**src/rtl/fp_norm_seq.sv**
```systemverilog
// -----------------------------------------------------------------------------
// fp_norm_seq
// Sequential post-add normaliser for the floating-point adder datapath.
// Takes the raw mantissa sum and carry-out from the mantissa adder, plus the
// pre-aligned exponent and result sign. It renormalises the mantissa so the
// hidden bit is 1. A carry-out costs a single right shift. Cancellation is
// fixed by left shifts, one bit per clock. The block flags zero, overflow and
// underflow and hands the result on over a valid/ready handshake.
//
// Ports:
//   clk, rst_n        clock (rising edge), asynchronous active-low reset
//   in_valid/in_ready upstream handshake; in_ready is high only while idle
//   in_sign, in_exp, in_mant, in_cout   adder result to be normalised
//   out_valid/out_ready downstream handshake; outputs held while stalled
//   out_sign, out_exp, out_mant         normalised result
//   out_zero, out_overflow, out_underflow  mutually exclusive status flags
//   out_shift_cnt     number of left shifts performed for this result
// -----------------------------------------------------------------------------
module fp_norm_seq #(
    parameter int MANT_W = 24,
    parameter int EXP_W  = 8,
    localparam int CNT_W = $clog2(MANT_W + 1)
) (
    input  logic              clk,
    input  logic              rst_n,
    input  logic              in_valid,
    output logic              in_ready,
    input  logic              in_sign,
    input  logic [EXP_W-1:0]  in_exp,
    input  logic [MANT_W-1:0] in_mant,
    input  logic              in_cout,
    output logic              out_valid,
    input  logic              out_ready,
    output logic              out_sign,
    output logic [EXP_W-1:0]  out_exp,
    output logic [MANT_W-1:0] out_mant,
    output logic              out_zero,
    output logic              out_overflow,
    output logic              out_underflow,
    output logic [CNT_W-1:0]  out_shift_cnt
);

    typedef enum logic [1:0] {
        IDLE  = 2'd0,
        SHIFT = 2'd1,
        DONE  = 2'd2
    } state_t;

    localparam logic [EXP_W-1:0] EXP_ONES = {EXP_W{1'b1}};

    state_t              state_r, state_nxt_s;

    // Working copy of the operand while it is being shifted left.
    logic                work_sign_r, work_sign_nxt_s;
    logic [EXP_W-1:0]    work_exp_r, work_exp_nxt_s;
    logic [MANT_W-1:0]   work_mant_r, work_mant_nxt_s;
    logic [CNT_W-1:0]    cnt_r, cnt_nxt_s;

    // Result presented to the output registers when load_out_s is set.
    logic                load_out_s;
    logic                res_sign_s;
    logic [EXP_W-1:0]    res_exp_s;
    logic [MANT_W-1:0]   res_mant_s;
    logic                res_zero_s;
    logic                res_ovf_s;
    logic                res_unf_s;
    logic [CNT_W-1:0]    res_cnt_s;

    // One step of the left-shift loop.
    logic [MANT_W-1:0]   shl_mant_s;
    logic [EXP_W-1:0]    dec_exp_s;
    logic [CNT_W-1:0]    inc_cnt_s;

    logic                in_ready_r;
    logic                out_valid_r;
    logic                out_sign_r;
    logic [EXP_W-1:0]    out_exp_r;
    logic [MANT_W-1:0]   out_mant_r;
    logic                out_zero_r;
    logic                out_overflow_r;
    logic                out_underflow_r;
    logic [CNT_W-1:0]    out_shift_cnt_r;

    assign shl_mant_s = {work_mant_r[MANT_W-2:0], 1'b0};
    assign dec_exp_s  = work_exp_r - EXP_W'(1);
    assign inc_cnt_s  = cnt_r + CNT_W'(1);

    // Next-state, working-register and result selection.
    always_comb begin
        state_nxt_s     = state_r;
        work_sign_nxt_s = work_sign_r;
        work_exp_nxt_s  = work_exp_r;
        work_mant_nxt_s = work_mant_r;
        cnt_nxt_s       = cnt_r;
        load_out_s      = 1'b0;
        res_sign_s      = work_sign_r;
        res_exp_s       = work_exp_r;
        res_mant_s      = work_mant_r;
        res_zero_s      = 1'b0;
        res_ovf_s       = 1'b0;
        res_unf_s       = 1'b0;
        res_cnt_s       = {CNT_W{1'b0}};

        case (state_r)
            IDLE: begin
                if (in_valid) begin
                    work_sign_nxt_s = in_sign;
                    work_exp_nxt_s  = in_exp;
                    work_mant_nxt_s = in_mant;
                    cnt_nxt_s       = {CNT_W{1'b0}};
                    res_sign_s      = in_sign;
                    res_exp_s       = in_exp;
                    res_mant_s      = in_mant;
                    // Rule order matters: the first match wins.
                    if (in_exp == EXP_ONES) begin
                        res_ovf_s   = 1'b1;
                        load_out_s  = 1'b1;
                        state_nxt_s = DONE;
                    end else if (in_cout && (in_exp == EXP_ONES - EXP_W'(1))) begin
                        // Carry would push the exponent into the inf code.
                        res_exp_s   = EXP_ONES;
                        res_mant_s  = {MANT_W{1'b0}};
                        res_ovf_s   = 1'b1;
                        load_out_s  = 1'b1;
                        state_nxt_s = DONE;
                    end else if (in_cout) begin
                        // Carry becomes the new hidden bit; LSB is truncated.
                        res_exp_s   = in_exp + EXP_W'(1);
                        res_mant_s  = {1'b1, in_mant[MANT_W-1:1]};
                        load_out_s  = 1'b1;
                        state_nxt_s = DONE;
                    end else if (in_mant == {MANT_W{1'b0}}) begin
                        res_exp_s   = {EXP_W{1'b0}};
                        res_mant_s  = {MANT_W{1'b0}};
                        res_zero_s  = 1'b1;
                        load_out_s  = 1'b1;
                        state_nxt_s = DONE;
                    end else if (in_mant[MANT_W-1]) begin
                        load_out_s  = 1'b1;
                        state_nxt_s = DONE;
                    end else if (in_exp <= EXP_W'(1)) begin
                        // No exponent headroom to shift into: denormal.
                        res_exp_s   = {EXP_W{1'b0}};
                        res_unf_s   = 1'b1;
                        load_out_s  = 1'b1;
                        state_nxt_s = DONE;
                    end else begin
                        state_nxt_s = SHIFT;
                    end
                end else begin
                    state_nxt_s = IDLE;
                end
            end

            SHIFT: begin
                work_mant_nxt_s = shl_mant_s;
                work_exp_nxt_s  = dec_exp_s;
                cnt_nxt_s       = inc_cnt_s;
                res_sign_s      = work_sign_r;
                res_mant_s      = shl_mant_s;
                res_exp_s       = dec_exp_s;
                res_cnt_s       = inc_cnt_s;
                if (shl_mant_s[MANT_W-1]) begin
                    load_out_s  = 1'b1;
                    state_nxt_s = DONE;
                end else if (dec_exp_s == EXP_W'(1)) begin
                    // Exponent exhausted before the hidden bit appeared.
                    res_exp_s   = {EXP_W{1'b0}};
                    res_unf_s   = 1'b1;
                    load_out_s  = 1'b1;
                    state_nxt_s = DONE;
                end else begin
                    state_nxt_s = SHIFT;
                end
            end

            DONE: begin
                if (out_ready) begin
                    state_nxt_s = IDLE;
                end else begin
                    state_nxt_s = DONE;
                end
            end

            default: begin
                state_nxt_s = IDLE;
            end
        endcase
    end

    // State and working registers.
    always_ff @(posedge clk or negedge rst_n) begin
        if (!rst_n) begin
            state_r     <= IDLE;
            work_sign_r <= 1'b0;
            work_exp_r  <= {EXP_W{1'b0}};
            work_mant_r <= {MANT_W{1'b0}};
            cnt_r       <= {CNT_W{1'b0}};
        end else begin
            state_r     <= state_nxt_s;
            work_sign_r <= work_sign_nxt_s;
            work_exp_r  <= work_exp_nxt_s;
            work_mant_r <= work_mant_nxt_s;
            cnt_r       <= cnt_nxt_s;
        end
    end

    // Handshake outputs, registered from the next state.
    always_ff @(posedge clk or negedge rst_n) begin
        if (!rst_n) begin
            in_ready_r  <= 1'b1;
            out_valid_r <= 1'b0;
        end else begin
            in_ready_r  <= (state_nxt_s == IDLE);
            out_valid_r <= (state_nxt_s == DONE);
        end
    end

    // Result registers; they change only on the transition into DONE.
    always_ff @(posedge clk or negedge rst_n) begin
        if (!rst_n) begin
            out_sign_r      <= 1'b0;
            out_exp_r       <= {EXP_W{1'b0}};
            out_mant_r      <= {MANT_W{1'b0}};
            out_zero_r      <= 1'b0;
            out_overflow_r  <= 1'b0;
            out_underflow_r <= 1'b0;
            out_shift_cnt_r <= {CNT_W{1'b0}};
        end else if (load_out_s) begin
            out_sign_r      <= res_sign_s;
            out_exp_r       <= res_exp_s;
            out_mant_r      <= res_mant_s;
            out_zero_r      <= res_zero_s;
            out_overflow_r  <= res_ovf_s;
            out_underflow_r <= res_unf_s;
            out_shift_cnt_r <= res_cnt_s;
        end else begin
            out_sign_r      <= out_sign_r;
            out_exp_r       <= out_exp_r;
            out_mant_r      <= out_mant_r;
            out_zero_r      <= out_zero_r;
            out_overflow_r  <= out_overflow_r;
            out_underflow_r <= out_underflow_r;
            out_shift_cnt_r <= out_shift_cnt_r;
        end
    end

    assign in_ready      = in_ready_r;
    assign out_valid     = out_valid_r;
    assign out_sign      = out_sign_r;
    assign out_exp       = out_exp_r;
    assign out_mant      = out_mant_r;
    assign out_zero      = out_zero_r;
    assign out_overflow  = out_overflow_r;
    assign out_underflow = out_underflow_r;
    assign out_shift_cnt = out_shift_cnt_r;

endmodule

```
**config.mk**
```make
export PLATFORM = sky130hd
export DESIGN_NAME = fp_norm_seq
export DESIGN_NICKNAME = d
export VERILOG_FILES = /design/src/rtl/fp_norm_seq.sv
export SDC_FILE = /design/constraint.sdc
export NUM_CORES = 1
export LEC_CHECK = 0
export BUFFER_PORTS_ARGS = -buffer_cell sky130_fd_sc_hd__buf_4
export CAP_MARGIN = 20
export CORE_MARGIN = 2
export CORE_UTILIZATION = 40
export CTS_BUF_LIST = sky130_fd_sc_hd__clkbuf_16
export CTS_CLUSTER_SIZE = 40
export DETAILED_ROUTE_END_ITERATION = 8
export HOLD_SLACK_MARGIN = 0.08
export SLEW_MARGIN = 5
export SYNTH_ARGS = -nofsm -noshare
export SYNTH_HDL_FRONTEND = slang
export SYNTH_SLANG_ARGS = --single-unit
```
**constraint.sdc**
```tcl
create_clock -name clk -period 3.6 [get_ports clk]
set_clock_uncertainty 0.05 [all_clocks]
set_input_delay 0.36 -clock clk [delete_from_list [all_inputs] [get_ports clk]]
set_output_delay 0.36 -clock clk [all_outputs]
set_load 0.02 [all_outputs]
```
==> impl_metrics.toml <==
[critical_path]
slowest_stage = "dfrtp_1"
slowest_delay_ns = 0.47
required_ns = 3.78
critical_path.max_fanout = 7
crit_chain = "inv_1, ha_1, xnor2_1, nand4b_1, or3b_1, a32o_1, a211o_1, mux2_2"
critPathLaunch = "work_exp_r[0]"
cp-end-kind = "register"
critPathBufInv = 1
crit_type = "register to register"
worstReg2RegEnd = "out_exp[1]"
path_delay_family = "simple AND/OR/NAND/NOR gates"
reg2reg_slack_ns = 1.01
cp-start-kind = "register"
rr_worst_depth = 8
crit-reg2reg-launch = "work_exp_r[0]"
arrival_ns = 2.77

[synth]
ys.flop_type = "dfrtp_1"
async_flop_share_pct = 100
synth_seq_area_share_pct = 42.5
syn_inst = 500
synth-edff-count = 0
yosys_warnings = 0
netlist-cell-type-count = 57
synth_nets = 545
syn_area_per_cell_sq_um = 9.77
ys_seq_elements = 83
synth_area_sq_um = 4890

[finish]
design_area_sq_um = 5890
layout.nets = 608
diodes = 0
final_common_cell = "buf_4"
area_growth_syn_to_layout_pct = 20.5
drive_above_1_share_pct = 24.5
most-common-layout-cells = "buf_4 (91), dfrtp_1 (82), o21ai_0 (58)"
fill_cells = 1104
multi_input_area_sq_um = 2570
seqCellArea_sq_um = 2080

[floorplanning]
coreArea_sq_um = 12000
row_count = 40
fp.dieW_um = 115
io_pins = 81
dieHeight_um = 115
die-area_sq_um = 13100
initial_core_util_pct = 40.9

[sta]
finalMaxSlewViolations = 0
post-route-period-util_pct = 71.8
worstMarginPinSlew_ns = 0.896
slew_headroom_pct = 40.2
setup_viol = 0
finalSetupTns_ns = 0
whs_ns = 0.0810
fmax_mhz = 387
min_period_ns = 2.59
finalHoldViolCount = 0
rsz0062_at_grt = "no"

[detailed_routing]
wl_per_cell_um = 19.1
drt_iter0_markers = 324
firstDrtPassIters = 5
routed_wl_mm = 13.6
ant_nets = 0
vias_per_cell = 6.16
vias = 4396
drc = 0

[power]
clkPwrFrac_pct = 21.9
switching_power_mw = 1.85
sw_frac_of_total_pct = 38.7
powerDensity_nw_per_um2 = 811
leakage_nw = 2.64
power_frac_comb_pct = 42.2
p_int_mw = 2.93
pwr-share-seq_pct = 36.0
ir_worst_vdd_uv = 297
finalPower_mw = 4.78

[run_status]
run_status = "finished, final reports clean"

[global_routing]
antenna_found_initial = 0
grt_overflow_total = 0
grt_pass1_vias = 4187
grt_pass1_wl_mm = 22.0
grt_max_degree = 70
grt_usage_pct = 21.5

[cts]
clockBufferDepth = 2
holdBufCountCts = 0
clk_latency_ns = 0.35
post_cts_resized = 0
cts_root_buf = "clkbuf_16"
clk_pin_slew_ns = 0.06
cts_tree = "done"
cts_buffers = 9
cts_sinks = 83
htree_levels = 3
postCtsSetupBuffers = 0

[placement]
post_dp_cell_area_sq_um = 5560
port_buffers = 80
hpwl_mm = 9.10
gp_congestion = 0.924

[job]
cap_viol_max_count = 0

[worst_hold_path]
hold_class = "primary input to asynchronous set/reset pin"
-- layer usage --
metal | part of all wire (%) | global-route usage (%)
met4 | 1.7 | 7.97
met2 | 47 | 32.9
met5 | 0 | 0
met3 | 6.5 | 4.02
met1 | 45 | 30.2
-- Yosys cell counts (4+ instances only) --
cell type	count	area share [%]
inv_1	11	0.84
a21oi_1	9	0.92
buf_6	6	1.4
o31ai_1	5	0.77
mux2_2	24	5.5
nand4_1	4	0.51
nand2_1	47	3.6
xnor2_1	4	0.72
clkbuf_1	25	1.9
buf_1	4	0.31
mux2_1	15	3.5
nand3_1	9	0.92
a22oi_1	25	3.8
nor2_1	31	2.4
mux2i_1	24	4.9
o211ai_1	5	0.77
nor4_1	8	1.0
nor3_1	5	0.51
o21ai_0	58	5.9
buf_2	4	0.41
dfrtp_1	82	42
a22o_1	4	0.72
o22ai_1	4	0.51
ha_1	7	1.8
xor2_1	5	0.90
o221ai_1	31	5.6
-- registers in the layout, indices dropped and copies added, names as in the netlist --
signal	flops
cnt_r	5
out_valid	1
out_zero	1
work_mant_r	24
in_ready	1
state_r	2
work_sign_r	1
out_sign	1
work_exp_r	8
out_shift_cnt	5
out_mant	24
out_exp	8
out_overflow	1
out_underflow	1
-- worst reg2reg max path: stages, from the launching register on --
cell      delay, ns
dfrtp_1        0.47
inv_1          0.12
ha_1           0.26
xnor2_1        0.21
nand4b_1       0.16
or3b_1         0.44
a32o_1         0.22
a211o_1        0.28
mux2_2         0.27
-- per-stage QoR --
| stage | util, % | cells | setup slack, ns |
|---|---|---|---|
| finish | 49.2 | 714 | 1.01 |
| global route | 49.2 | 714 | 0.926 |
| CTS | 49.2 | 714 | 1.04 |
| detailed placement | 46.5 | 699 | 0.963 |
| global placement | 46.5 | 699 | 1.01 |
| floorplan | - | 500 | 1.31 |
-- cells by family after synthesis --
kind of cell,Yosys count,share of synthesized area (%)
XOR/XNOR,9,1.61
multiplexers,63,13.9
flip-flops,83,42.5
AND/OR/NAND/NOR,123,12.0
adder cells (fa/ha/maj),7,1.79
buffers and inverters,50,4.86
AO/OA/AOI/OAI,165,23.3
-- cell type report --
| cell class | instances | area share, % |
|---|---|---|
| Clock buffer | 9 | 3.82 |
| Clock inverter | 6 | 1.78 |
| Sequential cell | 83 | 35.3 |
| Inverter | 11 | 0.701 |
| Timing Repair Buffer | 91 | 11.6 |
| Multi-Input combinational cell | 367 | 43.7 |
| Tap cell | 147 | 3.12 |
-- power by group through the flow --
stage,sequential [mW],combinational [mW],clock (mW)
floorplan,1.81,1.23,0
global placement,1.70,1.99,0
detailed placement,1.72,2.03,0
CTS,1.71,2.03,1.07
global route,1.77,2.21,1.11
finish,1.72,2.01,1.05
-- worst max-delay path by stage --
stage	end	slack [ns]	cells past startpoint
2_1_floorplan	out_exp[1]	1.31	8
4_1_cts	out_exp[1]	1.04	8
5_1_grt	out_exp[1]	0.93	8
3_3_place_gp	out_mant[10]	1.01	8
3_5_place_dp	out_mant[18]	0.96	8
6_report	out_exp[1]	1.01	8
Power figures use the tool's default switching activity.
